File: config.mk
export PLATFORM = sky130hd
export DESIGN_NAME = seg_value_formatter
export DESIGN_NICKNAME = d
export VERILOG_FILES = /design/src/rtl/seg_value_formatter.sv
export SDC_FILE = /design/constraint.sdc
export NUM_CORES = 1
export LEC_CHECK = 0
export ABC_AREA = 0
export CORE_MARGIN = 1.5
export CORE_UTILIZATION = 60
export CTS_CLUSTER_DIAMETER = 120
export DETAILED_ROUTE_END_ITERATION = 7
export MAX_ROUTING_LAYER = met4
export PLACE_DENSITY_LB_ADDON = 0.2
export SLEW_MARGIN = 20
export SYNTH_ARGS = -nofsm -noshare
export SYNTH_HDL_FRONTEND = slang
export SYNTH_SLANG_ARGS = --single-unit
export TNS_END_PERCENT = 5
File: constraint.sdc
create_clock -name clk -period 6.31 [get_ports clk]
set_input_delay 0.631 -clock clk [delete_from_list [all_inputs] [get_ports clk]]
set_output_delay 0.631 -clock clk [all_outputs]
set_load 0.02 [all_outputs]
File: src/rtl/seg_value_formatter.sv
// seg_value_formatter: 16-bit value to four seven-segment digit patterns.
// Hex mode encodes the nibbles directly; decimal mode runs a 16-step
// shift-add-3 conversion, with optional leading-zero blanking and a dash
// display for values above 9999.
module seg_value_formatter #(
  parameter int unsigned BLANK_LEADING = 1
) (
  input  logic        clk,
  input  logic        rst,
  input  logic        load,
  input  logic [15:0] value,
  input  logic        hex_mode,
  output logic        busy,
  output logic        done,
  output logic        overflow,
  output logic [6:0]  digit0_segments,
  output logic [6:0]  digit1_segments,
  output logic [6:0]  digit2_segments,
  output logic [6:0]  digit3_segments
);

  typedef enum logic [1:0] {
    IDLE,
    CONVERT,
    ENCODE
  } state_t;

  state_t          state;
  state_t          state_next;
  logic [31:0]     shift_reg;
  logic [4:0]      step_cnt;
  logic            hex_q;
  logic            ovf_q;
  logic [3:0][6:0] enc_seg;

  function automatic logic [6:0] seg_code(input logic [3:0] nib);
    logic [6:0] s;
    case (nib)
      4'h0:    s = 7'h3F;
      4'h1:    s = 7'h06;
      4'h2:    s = 7'h5B;
      4'h3:    s = 7'h4F;
      4'h4:    s = 7'h66;
      4'h5:    s = 7'h6D;
      4'h6:    s = 7'h7D;
      4'h7:    s = 7'h07;
      4'h8:    s = 7'h7F;
      4'h9:    s = 7'h6F;
      4'hA:    s = 7'h77;
      4'hB:    s = 7'h7C;
      4'hC:    s = 7'h39;
      4'hD:    s = 7'h5E;
      4'hE:    s = 7'h79;
      default: s = 7'h71;
    endcase
    return s;
  endfunction

  // One double-dabble step: adjust each BCD nibble >= 5, then shift left.
  function automatic logic [31:0] dd_step(input logic [31:0] r);
    logic [31:0] t;
    t = r;
    for (int unsigned i = 0; i < 4; i++) begin
      if (t[16 + 4*i +: 4] >= 4'd5) begin
        t[16 + 4*i +: 4] = t[16 + 4*i +: 4] + 4'd3;
      end
    end
    return {t[30:0], 1'b0};
  endfunction

  // State register
  always_ff @(posedge clk or posedge rst) begin
    if (rst) begin
      state <= IDLE;
    end else begin
      state <= state_next;
    end
  end

  // Next-state logic
  always_comb begin
    state_next = state;
    case (state)
      IDLE: begin
        if (load) begin
          if (hex_mode || (value > 16'd9999)) begin
            state_next = ENCODE;
          end else begin
            state_next = CONVERT;
          end
        end
      end
      CONVERT: begin
        if (step_cnt == 5'd15) begin
          state_next = ENCODE;
        end
      end
      ENCODE:  state_next = IDLE;
      default: state_next = IDLE;
    endcase
  end

  // Hex nibbles are latched into the same upper half that holds the BCD
  // result after conversion, so encoding always reads shift_reg[31:16].
  always_ff @(posedge clk or posedge rst) begin
    if (rst) begin
      shift_reg       <= '0;
      step_cnt        <= '0;
      hex_q           <= 1'b0;
      ovf_q           <= 1'b0;
      done            <= 1'b0;
      overflow        <= 1'b0;
      digit0_segments <= '0;
      digit1_segments <= '0;
      digit2_segments <= '0;
      digit3_segments <= '0;
    end else begin
      done <= 1'b0;
      case (state)
        IDLE: begin
          if (load) begin
            hex_q <= hex_mode;
            if (hex_mode) begin
              shift_reg <= {value, 16'h0000};
              ovf_q     <= 1'b0;
            end else if (value > 16'd9999) begin
              shift_reg <= '0;
              ovf_q     <= 1'b1;
            end else begin
              shift_reg <= {16'h0000, value};
              step_cnt  <= '0;
              ovf_q     <= 1'b0;
            end
          end
        end
        CONVERT: begin
          shift_reg <= dd_step(shift_reg);
          step_cnt  <= step_cnt + 5'd1;
        end
        ENCODE: begin
          digit0_segments <= enc_seg[0];
          digit1_segments <= enc_seg[1];
          digit2_segments <= enc_seg[2];
          digit3_segments <= enc_seg[3];
          overflow        <= ovf_q;
          done            <= 1'b1;
        end
        default: ;
      endcase
    end
  end

  // Digit encoding; scans from digit3 down so blanking stops at the first
  // non-zero digit, and digit0 always clears the blanking run.
  always_comb begin
    logic        lead;
    logic [3:0]  nib;
    int unsigned d;
    enc_seg = '0;
    lead    = (BLANK_LEADING != 0);
    for (int unsigned k = 0; k < 4; k++) begin
      d   = 3 - k;
      nib = shift_reg[16 + 4*d +: 4];
      if ((nib != 4'h0) || (d == 0)) begin
        lead = 1'b0;
      end
      if (hex_q) begin
        enc_seg[d] = seg_code(nib);
      end else if (ovf_q) begin
        enc_seg[d] = 7'h40;
      end else if (lead) begin
        enc_seg[d] = 7'h00;
      end else begin
        enc_seg[d] = seg_code(nib);
      end
    end
  end

  // Busy spans every non-idle state
  always_comb begin
    busy = (state != IDLE);
  end

endmodule
==> flow_metrics.env, run 1 <==
export IMPL_routed_wl_mm=9.27
export IMPL_rows=30
export IMPL_gr_total_overflow=0
export IMPL_postCtsSetupRepairBufs=0
export IMPL_worst_slew_pin_slew_ns=0.871
export IMPL_clk_path_buf_depth=2
export IMPL_cpPeakStageDelay_ns=0.53
export IMPL_grt_max_degree=72
export IMPL_rsz0062_at_grt="no"
export IMPL_leakagePower_uw=0.00212
export IMPL_hold_end="digit2_segments[3]$_DFFE_PP0P_"
export IMPL_critPathBufInv=1
export IMPL_synth_distinct_cells=45
export IMPL_avgRoutedWirePerCell_um=15.9
export IMPL_route_met2_wl_mm=4.20
export IMPL_worstPathArrival_ns=2.88
export IMPL_yosys_area_top_type_share=0.427
export IMPL_synthCells=464
export IMPL_grt_pass1_vias=3269
export IMPL_synth_simple_area_share=0.169
export IMPL_via_count=3501
export IMPL_r2r_end="digit1_segments[2]$_DFFE_PP0P_"
export IMPL_min_path_type="flip-flop to flip-flop"
export IMPL_place_congestion=0.885
export IMPL_ctsResizeCount=0
export IMPL_largest_reg_flops=32
export IMPL_mostFrequentLayoutCell="dfrtp_1"
export IMPL_crit_top_cell="or3_4"
export IMPL_synth_compound_area_frac=0.221
export IMPL_synth_top_family_by_area="compound AO/OA/AOI/OAI gates"
export IMPL_slew_headroom=0.419
export IMPL_die_y_um=86.3
export IMPL_dp_cells=569
export IMPL_final_cell_mix="dfrtp_1 (71), nand2_1 (67), clkdlybuf4s50_1 (50)"
export IMPL_cp_slowest_cell="or4b_4"
export IMPL_antenna_found_initial=0
export IMPL_setup_ws_ns=3.67
export IMPL_critPathLaunchType="flip-flop"
export IMPL_required_ns=6.55
export IMPL_synth_top_cell_by_area="dfrtp_1"
export IMPL_cts_sinks=71
export IMPL_grt_use_total=0.283
export IMPL_ys_ff_latch=71
export IMPL_holdBufCountCts=0
export IMPL_regToRegStartpoint="shift_reg[28]$_DFFE_PP0P_"
export IMPL_ant_nets=0
export IMPL_reg2reg_depth=7
export IMPL_synthMuxAreaShare=0.0457
export IMPL_cts_root_buf="clkbuf_8"
export IMPL_grt_pass1_wl_mm=15.9
export IMPL_cp_cell_sequence="inv_1, ha_1, or4b_4, or3_4, or3_4, and2_4, a32o_1"
export IMPL_synthAdderAreaFrac=0.0722
export IMPL_highest_layer="met4"
export IMPL_min_delay_path_depth=2
export IMPL_synthArstFlopShare=1.00
export IMPL_min_period_ns=2.64
export IMPL_core_area_um2=6760
export IMPL_viasPerCell=6.01
export IMPL_die_w_um=86.3
export IMPL_drive_above_1_share=0.0616
export IMPL_max_freq_ghz=0.379
export IMPL_status="completed"
export IMPL_area_growth_pct=16.6
export IMPL_clk_latency_ns=0.35
export IMPL_met3_length_um=470
export IMPL_synth_edf_count=0
export IMPL_cts_htree_levels=3
export IMPL_tns_ns=0
export IMPL_ys_seq_area_frac=0.427
export IMPL_final_instance_count_excl_fill=583
export IMPL_synthTopCellsByArea="dfrtp_1 (43%), ha_1 (7.2%), nand2_1 (6.0%)"
export IMPL_drc=0
export IMPL_path_clk_slew_ns=0.07
export IMPL_timing_worst_setup_path_type="flip-flop to flip-flop"
export IMPL_rrSetupSlack_ns=3.67
export IMPL_avgSynthCellArea_um2=8.96
export IMPL_fin_crit_sh=0.418
export IMPL_ir_worst_vdd_v=0.000305
export IMPL_drv_cap=0
export IMPL_synth_ff_type="dfrtp_1"
export IMPL_hpwl_mm=6.60
export IMPL_crit_family="simple AND/OR/NAND/NOR gates"
export IMPL_min_delay_start="digit2_segments[3]$_DFFE_PP0P_"
export IMPL_start_util=0.616
export IMPL_cts_buffers_inserted=9
export IMPL_critPathMaxFanout=6
export IMPL_final_hold_viol_count=0
export IMPL_layout_nets=544
export IMPL_yosys_area_share_xor_xnor=0.0190
export IMPL_setup_violations=0
export IMPL_firstDrtPassIters=5
export IMPL_power_density_nw_per_um2=553
export IMPL_endpoint_kind="flip-flop"
export IMPL_antennaDiodeCount=0
export IMPL_dieArea_um2=7440
export IMPL_yosys_warnings=0
export IMPL_cts_tree="yes"
export IMPL_io_pins=51
export IMPL_port_buffers=50
export IMPL_drtIter0Drc=229
export IMPL_netlist_area_um2=4160
export IMPL_dp_slack_ns=3.21
export IMPL_slew_viol_final=0
export IMPL_finClkSkew_ns=0.00732
export IMPL_met1_length_mm=4.47
export IMPL_synth_net_count=508
[cell families after synthesis]
kind of cell    after synthesis
compound gates              139
xor+xnor                      9
fa+ha+maj                    24
buf+inv                      49
flops                        71
mux                          15
simple gates                157
[worst max-delay path by stage]
stage                                   start  cells after the start  slack (ns)                        endpoint
finish              shift_reg[28]$_DFFE_PP0P_                      7        3.67  digit1_segments[2]$_DFFE_PP0P_
global route        shift_reg[29]$_DFFE_PP0P_                      7        3.56  digit1_segments[2]$_DFFE_PP0P_
CTS                                  hex_mode                      6        3.59        shift_reg[3]$_DFFE_PP0P_
detailed placement                   hex_mode                      6        3.21        shift_reg[4]$_DFFE_PP0P_
global placement                     hex_mode                      6        3.32        shift_reg[4]$_DFFE_PP0P_
floorplan           shift_reg[28]$_DFFE_PP0P_                      7        3.86  digit1_segments[2]$_DFFE_PP0P_
[per-stage QoR]
| stage | area [µm²] | total power [µW] | hold WS (ns) | utilization |
|---|---|---|---|---|
| final | 4850 | 2680 | 0.480 | 0.718 |
| after global routing | 4850 | 2920 | 0.508 | 0.718 |
| after CTS | 4840 | 2680 | 0.485 | 0.717 |
| after detailed placement | 4680 | 2360 | 0.470 | 0.693 |
| after global placement | 4680 | 2300 | 0.446 | 0.693 |
| after floorplan | 4160 | 1910 | 0.433 | - |
[cell type report]
cell class                      count  area (µm²)
Timing Repair Buffer               55         538
Fill cell                         506        1910
Tap cell                           80         100
Clock buffer                       13         159
Inverter                           19        71.3
Multi-Input combinational cell    344        2200
Sequential cell                    71        1780
Clock inverter                      1        5.00
[worst reg2reg max path: cells and delay by family (launching register included)]
family / cells / cell delay [ns]
adders and majority gates: 1 / 0.26
buffers and inverters: 1 / 0.11
AOI/OAI and AO/OA: 1 / 0.21
and+or+nand+nor: 4 / 1.49
DFF: 1 / 0.46
[metal layers]
metal  vias to the layer above  global-route usage
li1                       1720                   -
met3                         9              0.0343
met1                      1651               0.407
met2                       121               0.415
met5                         -                   -
met4                         0               0.106
[where the power goes]
group / switching (µW) / total, µW / internal, µW / leakage [µW]
sequential: 264 / 931 / 667 / 0.000876
combinational: 770 / 1430 / 661 / 0.00116
clock: 160 / 319 / 160 / 0.0000854
[cell usage after synthesis, types with 2 or more instances]
cell,n
nor3_1,6
o21bai_1,2
xnor2_1,9
dfrtp_1,71
nand4_1,2
a211oi_1,5
a32o_1,3
nor4_1,2
and2_1,2
mux2_2,2
o21ai_0,35
o211ai_1,7
nor2_1,48
mux2i_1,10
inv_1,19
a22oi_1,7
mux4_2,3
ha_1,24
a22o_1,9
or3_4,2
a21oi_1,28
a31oi_1,12
nand3_1,5
o31ai_1,4
nand2_1,67
nor2b_1,5
a32oi_1,4
a221oi_1,12
a21o_1,5
clkbuf_1,27
nand2b_1,12
buf_1,2
(Power assumes the default switching activity.)
==> run 2, diff against run 1 <==
--- a/config.mk
+++ b/config.mk
@@ -7,7 +7,7 @@
 export LEC_CHECK = 0
 export ABC_AREA = 0
 export CORE_MARGIN = 1.5
-export CORE_UTILIZATION = 60
+export CORE_UTILIZATION = 51
 export CTS_CLUSTER_DIAMETER = 120
 export DETAILED_ROUTE_END_ITERATION = 7
 export MAX_ROUTING_LAYER = met4
==> constraint.sdc (replaced) <==
create_clock -name clk -period 2.2 [get_ports clk]
set_input_delay 0.22 -clock clk [delete_from_list [all_inputs] [get_ports clk]]
set_output_delay 0.22 -clock clk [all_outputs]
set_load 0.02 [all_outputs]
==> run 2 against run 1 <==
  * The flow now finishes with violations (setup timing)
  * Combinational power rose to 3.2 times the previous value
  * Worst setup slack got worse by 3.7 ns
  * Critical endpoint unchanged
  * Fmax rose by 19%
  * Global-route usage fell by 2.6 points
  * Largest cell class unchanged
  * Clock power rose to 3.7 times the previous value
  * Die area rose by 17%
  * Final cell count rose by 10%
  * Power rose to 3.1 times the previous value
  * Hold slack got worse by 0.23 ns
  * Cell area rose by 8.1%
  * Highest routed layer unchanged
  * Sequential cell count did not move
==> flow_metrics.env, run 2 (same netlist as run 1, synthesis figures left out) <==
export IMPL_status="complete, but fails checks"
export IMPL_violations="setup timing"
export IMPL_worst_slew_pin_slew_ns=0.803
export IMPL_avgRoutedWirePerCell_um=15.6
export IMPL_hpwl_mm=6.96
export IMPL_total_power_uw=8240
export IMPL_cts_sinks=71
export IMPL_timing_worst_setup_path_type="flip-flop to flip-flop"
export IMPL_dp_cells=626
export IMPL_dieArea_um2=8710
export IMPL_setup_ws_ns=-0.0218
export IMPL_slew_viol_final=0
export IMPL_ir_worst_vdd_v=0.000602
export IMPL_power_density_nw_per_um2=1570
export IMPL_cts_root_buf="clkbuf_8"
export IMPL_core_area_um2=7810
export IMPL_antennaDiodeCount=0
export IMPL_viasPerCell=5.74
export IMPL_start_util=0.533
export IMPL_grt_pass1_wl_mm=17.2
export IMPL_slew_headroom=0.464
export IMPL_worstPathArrival_ns=2.46
export IMPL_gr_total_overflow=0
export IMPL_final_instance_count_excl_fill=644
export IMPL_min_period_ns=2.22
export IMPL_drive_above_1_share=0.140
export IMPL_fin_crit_sh=1.01
export IMPL_rows=32
export IMPL_max_freq_ghz=0.450
export IMPL_ant_nets=0
export IMPL_final_cell_mix="dfrtp_1 (71), nand2_1 (67), clkdlybuf4s50_1 (50)"
export IMPL_drc=0
export IMPL_finClkSkew_ns=0.0113
export IMPL_final_hold_viol_count=0
export IMPL_firstDrtPassIters=4
export IMPL_clk_path_buf_depth=2
export IMPL_crit_start="shift_reg[28]$_DFFE_PP0P_"
export IMPL_antenna_found_initial=0
export IMPL_critPathMaxFanout=4
export IMPL_io_pins=51
export IMPL_critPathLaunchType="flip-flop"
export IMPL_postLayoutCoreUtil=0.671
export IMPL_via_count=3697
export IMPL_leakagePower_uw=0.00233
export IMPL_endpoint_kind="flip-flop"
export IMPL_grt_pass1_vias=3516
export IMPL_required_ns=2.44
export IMPL_largest_reg_flops=32
export IMPL_mostFrequentLayoutCell="dfrtp_1"
export IMPL_holdBufCountCts=0
export IMPL_drtIter0Drc=213
export IMPL_grt_max_degree=72
export IMPL_tns_ns=-0.0218
export IMPL_grt_use_total=0.257
export IMPL_min_path_type="input port to async pin"
export IMPL_cts_tree="yes"
export IMPL_routed_wl_mm=10.0
export IMPL_clk_latency_ns=0.35
export IMPL_layout_nets=581
export IMPL_die_w_um=93.3
export IMPL_port_buffers=50
export IMPL_cts_htree_levels=3
export IMPL_path_clk_slew_ns=0.08
export IMPL_setup_violations=1
export IMPL_die_y_um=93.3
export IMPL_area_growth_pct=26.0
export IMPL_cts_buffers_inserted=9
export IMPL_regToRegStartpoint="shift_reg[28]$_DFFE_PP0P_"
export IMPL_place_congestion=0.883
export IMPL_drv_cap=0
export IMPL_rsz0062_at_grt="yes"
-- run 2: cell types whose count changed in the layout (fill, tap and decap cells not counted), sizes merged --
cell and delta:
buf +37, clkbuf -3, clkinv +3, bufinv +2
-- run 2: where the power goes --
group / leakage, µW / internal [µW] / switching (µW) / total [µW]
Sequential: 0.000876 / 1910 / 578 / 2490
Clock: 0.000116 / 666 / 517 / 1180
Combinational: 0.00134 / 2120 / 2440 / 4570
-- run 2: final cells by class --
| type | count | area [µm²] |
|---|---|---|
| clock buffer | 10 | 138 |
| clock inverter | 6 | 83.8 |
| fill | 651 | 2570 |
| inverter | 19 | 71.3 |
| multi-input combinational | 344 | 2220 |
| sequential | 71 | 1780 |
| tap | 102 | 128 |
| timing repair buffer | 92 | 828 |
-- run 2: stage by stage --
stage / setup slack [ns] / hold WS [ns] / cell area, µm²
final: -0.0218 / 0.253 / 5240
after global routing: -0.0863 / 0.336 / 5240
after CTS: -0.0435 / 0.285 / 5230
after detailed placement: -0.305 / 0.464 / 4990
after global placement: -0.188 / 0.452 / 4990
after floorplan: -0.214 / 0.353 / 4160
-- run 2: path summary, 6_finish.rpt --
kind / depth (start not counted) / slack, ns / to
hold / removal: 3 / 0.25 / digit3_segments[5]$_DFFE_PP0P_
hold reg to reg: 2 / 0.48 / digit0_segments[4]$_DFFE_PP0P_
max in group asynchronous: 3 / 1.61 / done$_DFF_PP0_
setup / recovery: 7 / -0.02 / digit1_segments[2]$_DFFE_PP0P_
setup reg to reg: 7 / -0.02 / digit1_segments[2]$_DFFE_PP0P_
min in group clk: 2 / 0.48 / digit0_segments[4]$_DFFE_PP0P_
-- run 2: worst max-delay path, stage by stage, from the launching register on --
cell	delay (ns)
dfrtp_1	0.39
inv_2	0.08
ha_4	0.13
or4b_4	0.47
or3_4	0.35
or3_4	0.34
and2_4	0.16
a32o_1	0.21
-- run 2: layer usage --
| layer | GRT usage | share of wire |
|---|---|---|
| met1 | 0.359 | 0.46 |
| met2 | 0.388 | 0.47 |
| met3 | 0.0374 | 0.051 |
| met4 | 0.0808 | 0.014 |
| met5 | - | 0 |
-- run 2: repair_timing --
action	CTS	global route
endpoints found under the setup margin	11	7
resized for setup	6	1
setup buffers	0	2
pin swaps	1	0
